$ cat src/rtl/pipe_wb_commit.sv
// rtl/pipe_wb_commit.sv - multi-lane writeback stage with youngest-writer arbitration and retire counter
// Lane 0 is the oldest instruction; a younger lane writing the same index suppresses the older write.
module pipe_wb_commit #(
  parameter int ISSUE_NUM = 2,
  parameter int XLEN      = 64,
  parameter int REG_AW    = 5,
  parameter int CNT_W     = 64
) (
  input  logic                        clk,
  input  logic                        rst,
  input  logic                        stall_wb,
  input  logic                        flush_wb,
  input  logic [ISSUE_NUM-1:0]        in_valid,
  input  logic [ISSUE_NUM-1:0]        in_rd_en,
  input  logic [ISSUE_NUM*REG_AW-1:0] in_rd,
  input  logic [ISSUE_NUM*XLEN-1:0]   in_res,
  output logic [ISSUE_NUM-1:0]        wb_rd_en,
  output logic [ISSUE_NUM*REG_AW-1:0] wb_rd,
  output logic [ISSUE_NUM*XLEN-1:0]   wb_res,
  output logic [ISSUE_NUM-1:0]        wb_valid,
  output logic [CNT_W-1:0]            instret
);

  logic [ISSUE_NUM-1:0]        reg_valid;
  logic [ISSUE_NUM-1:0]        reg_rd_en;
  logic [ISSUE_NUM*REG_AW-1:0] reg_rd;
  logic [ISSUE_NUM*XLEN-1:0]   reg_res;
  logic [ISSUE_NUM-1:0]        killed;
  logic [CNT_W-1:0]            retire_cnt;

  always_ff @(posedge clk) begin
    if (rst || flush_wb) begin
      reg_valid <= '0;
      reg_rd_en <= '0;
      reg_rd    <= '0;
      reg_res   <= '0;
    end else if (!stall_wb) begin
      reg_valid <= in_valid;
      reg_rd_en <= in_rd_en;
      reg_rd    <= in_rd;
      reg_res   <= in_res;
    end
  end

  // An older lane is killed when any younger valid lane targets the same index.
  always_comb begin
    killed = '0;
    for (int i = 0; i < ISSUE_NUM; i++) begin
      for (int j = i + 1; j < ISSUE_NUM; j++) begin
        if (reg_valid[j] && reg_rd_en[j] &&
            (reg_rd[j*REG_AW +: REG_AW] == reg_rd[i*REG_AW +: REG_AW]))
          killed[i] = 1'b1;
      end
    end
  end

  always_comb begin
    wb_valid = reg_valid & {ISSUE_NUM{~stall_wb}};
    wb_rd_en = '0;
    for (int i = 0; i < ISSUE_NUM; i++) begin
      wb_rd_en[i] = wb_valid[i] && reg_rd_en[i] &&
                    (reg_rd[i*REG_AW +: REG_AW] != '0) && !killed[i];
    end
  end

  assign wb_rd  = reg_rd;
  assign wb_res = reg_res;

  always_comb begin
    retire_cnt = '0;
    for (int i = 0; i < ISSUE_NUM; i++)
      retire_cnt = retire_cnt + CNT_W'(wb_valid[i]);
  end

  always_ff @(posedge clk) begin
    if (rst)
      instret <= '0;
    else
      instret <= instret + retire_cnt;
  end

endmodule

$ cat config.mk
export PLATFORM = sky130hd
export DESIGN_NAME = pipe_wb_commit
export DESIGN_NICKNAME = d
export VERILOG_FILES = /design/src/rtl/pipe_wb_commit.sv
export SDC_FILE = /design/constraint.sdc
export NUM_CORES = 1
export LEC_CHECK = 0
export ABC_AREA = 1
export CAP_MARGIN = 25
export CORE_ASPECT_RATIO = 0.7
export CORE_MARGIN = 2
export CORE_UTILIZATION = 47
export CTS_BUF_LIST = sky130_fd_sc_hd__clkbuf_8 sky130_fd_sc_hd__clkbuf_16
export DETAILED_ROUTE_END_ITERATION = 10
export PLACE_DENSITY = 0.93
export SYNTH_ARGS = -nofsm -noshare
export SYNTH_HDL_FRONTEND = slang
export SYNTH_SLANG_ARGS = --single-unit
$ cat constraint.sdc
create_clock -name clk -period 7.31 [get_ports clk]
set_input_delay 1.8275 -clock clk [delete_from_list [all_inputs] [get_ports clk]]
set_output_delay 1.8275 -clock clk [all_outputs]
set_load 0.005 [all_outputs]
==> impl_metrics.toml <==
[timing]
drv_slew = 0
setup_violations = 0
skew_ps = 9.311
period_share_pct = 65.32
tightest_slew_ps = 941.2
fin_setup_tns_ps = 0
slew_headroom_pct = 37.25
layout_min_cycle_time_ps = 4775
worst_slack_ps = 2535
fmax_mhz = 209.4
hold_viol = 0
rsz0062_at_grt = "false"

[yosys]
synth_compound_area_share_pct = 11.67
ys.flop_type = "dfxtp_1"
ys_seq_area_share_pct = 46.69
muxShareOfSynthArea_pct = 0
async_flop_share_pct = 0
synth_xor_area_share_pct = 0.9915
syn-cell-area_um2 = 8833
ys_ff_latch = 206
synth.avg_cell_area_um2 = 6.950
synth.distinct_cells = 32
synthesis.nets = 1419
synthCells = 1271
yosysWarnings = 0
synth-simple-area-share_pct = 34.12
synth-adder-area-share_pct = 0.3683
synth_top_family_by_area = "simple AND/OR/NAND/NOR gates"
synth_edf_count = 0

[global_route]
grt_pass1_wl_um = 50470
grt_pass1_vias = 9173
grt_max_degree = 92
grt.overflow.total = 0
antenna_found_initial = 0
grt_util_all_layers_pct = 32.14

[worst_setup_path]
arrival_ps = 2950
cp_slowest_stage_delay_ps = 520
cp_cell_sequence = "buf_4 > nor2_1 > nand3_1 > inv_1 > clkdlybuf4s50_1"
cp_slowest_cell = "clkdlybuf4s50_1"
startpoint_type = "primary input"
ff2ff_path_depth = 13
cpLargestDelayFamily = "buffers and inverters"
r2r_setup_slack_ps = 4990
endpoint_kind = "output port"
r2r_start = "reg_valid[1]$_SDFFE_PP0N_"
path_buf_inv = 3
worst-setup-path-type = "in2out"
worst-path-max-fanout = 5
crit_required_ps = 5480
r2r_end = "instret[58]$_SDFF_PP0_"

[hold_path]
hold_depth = 2
hold_path_class = "reg2reg"
worstHoldStart = "wb_res[117]$_SDFFE_PP0N_"
hold_end = "wb_res[117]$_SDFFE_PP0N_"

[route]
wl_per_cell_um = 17.94
drtIter0Drc = 949
drt_first_pass_iters = 5
antenna_left = 0
drc = 0
viasPerCell = 5.284
routed_wl_um = 33160
vias = 9770

[placed_design]
port_buffers = 351
place_ws_ps = 2534
dpl.hpwl_um = 24520
post-place-cells = 1812
gp_congestion = 1.040

[clock_tree]
cts_max_level = 1
post_cts.repair.setup_buffers = 0
cts_num_sinks = 206
root_buffer = "clkbuf_16"
cts.path.max_buffers = 3
cts_hold_buf = 0
clock_latency_ps = 490
cts_buffers = 21
cts_tree = "yes"
ctsResizeCount = 0
clk_pin_slew_ps = 60

[finish]
fin_nets = 1747
antenna_cells = 0
n_fill_cell = 1312
area_growth_pct = 49.96
drive_gt1_share_pct = 6.386
fin_cells = 1849

[floorplanning]
rows = 41
initial_utilization_pct = 48.51
ios = 352
die_h_um = 118.7
die_w_um = 167.9
die_area_um2 = 19930
core_um2 = 18210

[run]
cap_violations = 0

[power_and_ir_drop]
power_density_nw_per_um2 = 193.0
total_power_mw = 2.556
max-vdd-ir-drop_mv = 0.2309
leakagePower_nw = 5.001

[outcome]
outcome = "complete, no violations"
metrics by stage:
| step | hold slack, ps | area (um2) | utilization, % |
|---|---|---|---|
| final | 456.4 | 13250 | 72.74 |
| after global routing | 471.1 | 13250 | 72.74 |
| after CTS | 456.4 | 13250 | 72.74 |
| after detailed placement | 447.8 | 12510 | 68.67 |
| after global placement | 442.0 | 12480 | 68.52 |
| after floorplan | 441.3 | 8833 | - |
cell families (layout without fill, tap and decap cells):
group           count (synthesis)  count (layout)
simple gates                  716             716
buf+inv                       142             484
xor+xnor                       10              10
fa+ha+maj                       2               2
compound gates                195             195
flops                         206             206
flip-flops by register name, summed over array words and instances (netlist names):
signal / flops
instret: 64
wb_rd: 10
wb_res: 128
reg_rd_en: 2
reg_valid: 2
report_power, final:
| group | switching (mW) | internal, mW |
|---|---|---|
| Clock | 0.456 | 0.699 |
| Combinational | 0.103 | 0.135 |
| Sequential | 0.0156 | 1.15 |
synth_stat cells (all sizes together) (2+ instances only):
cell type    n  area share (%)
nor3         3            0.17
a211oi       8            0.68
clkbuf      35             1.5
nand3       30             1.8
o21a         3            0.25
o21bai       7            0.68
xnor2        3            0.30
o21ai       16            0.91
nor2       192             9.7
nor2b        2            0.14
a21oi      159             9.0
inv         88             3.7
nand2      473              21
xor2         7            0.69
dfxtp      206              47
buf         18            0.89
nand4       14            0.99
o22ai        2            0.14
layout by cell type, fill, tap and decap left out, types with 8 or more instances in the layout:
cell type,instances
nand2_1,449
clkdlybuf4s50_1,350
dfxtp_1,206
nor2_1,163
a21oi_1,159
inv_1,88
nand3_1,28
clkbuf_16,21
nor2_2,19
nand2_2,18
o21ai_0,16
nand4_1,14
nor2_4,8
a211oi_1,8
routing by layer:
layer / share of wire (%) / track usage, % / up-vias
li1: - / - / 4652
met3: 11 / 11.65 / 102
met1: 40 / 39.60 / 4513
met2: 44 / 51.06 / 503
met4: 4.4 / 13.10 / 0
met5: 0 / 0 / -
worst min-delay path, stage by stage, from the launching register on:
cell     delay (ps)
dfxtp_1         310
nand2_1          50
a21oi_1          50
worst max-delay path by stage:
| stage | from | end | slack (ps) | depth (start not counted) |
|---|---|---|---|---|
| 2_1_floorplan | stall_wb | wb_rd_en[0] | 2920 | 5 |
| 3_3_place_gp | stall_wb | wb_rd_en[0] | 2510 | 5 |
| 3_5_place_dp | stall_wb | wb_rd_en[0] | 2530 | 5 |
| 4_1_cts | stall_wb | wb_rd_en[0] | 2530 | 5 |
| 5_1_grt | stall_wb | wb_rd_en[1] | 2480 | 5 |
| 6_report | stall_wb | wb_rd_en[1] | 2540 | 5 |
layout make-up:
cell class	count	area (um2)	share of cell area, %
Clock buffer	24	566.8	4.279
Clock inverter	13	173.9	1.313
Inverter	89	335.3	2.531
Multi-Input combinational cell	923	4168	31.46
Sequential cell	206	4124	31.13
Tap cell	236	295.3	2.229
Timing Repair Buffer	358	3583	27.05
(Power assumes the default switching activity.)
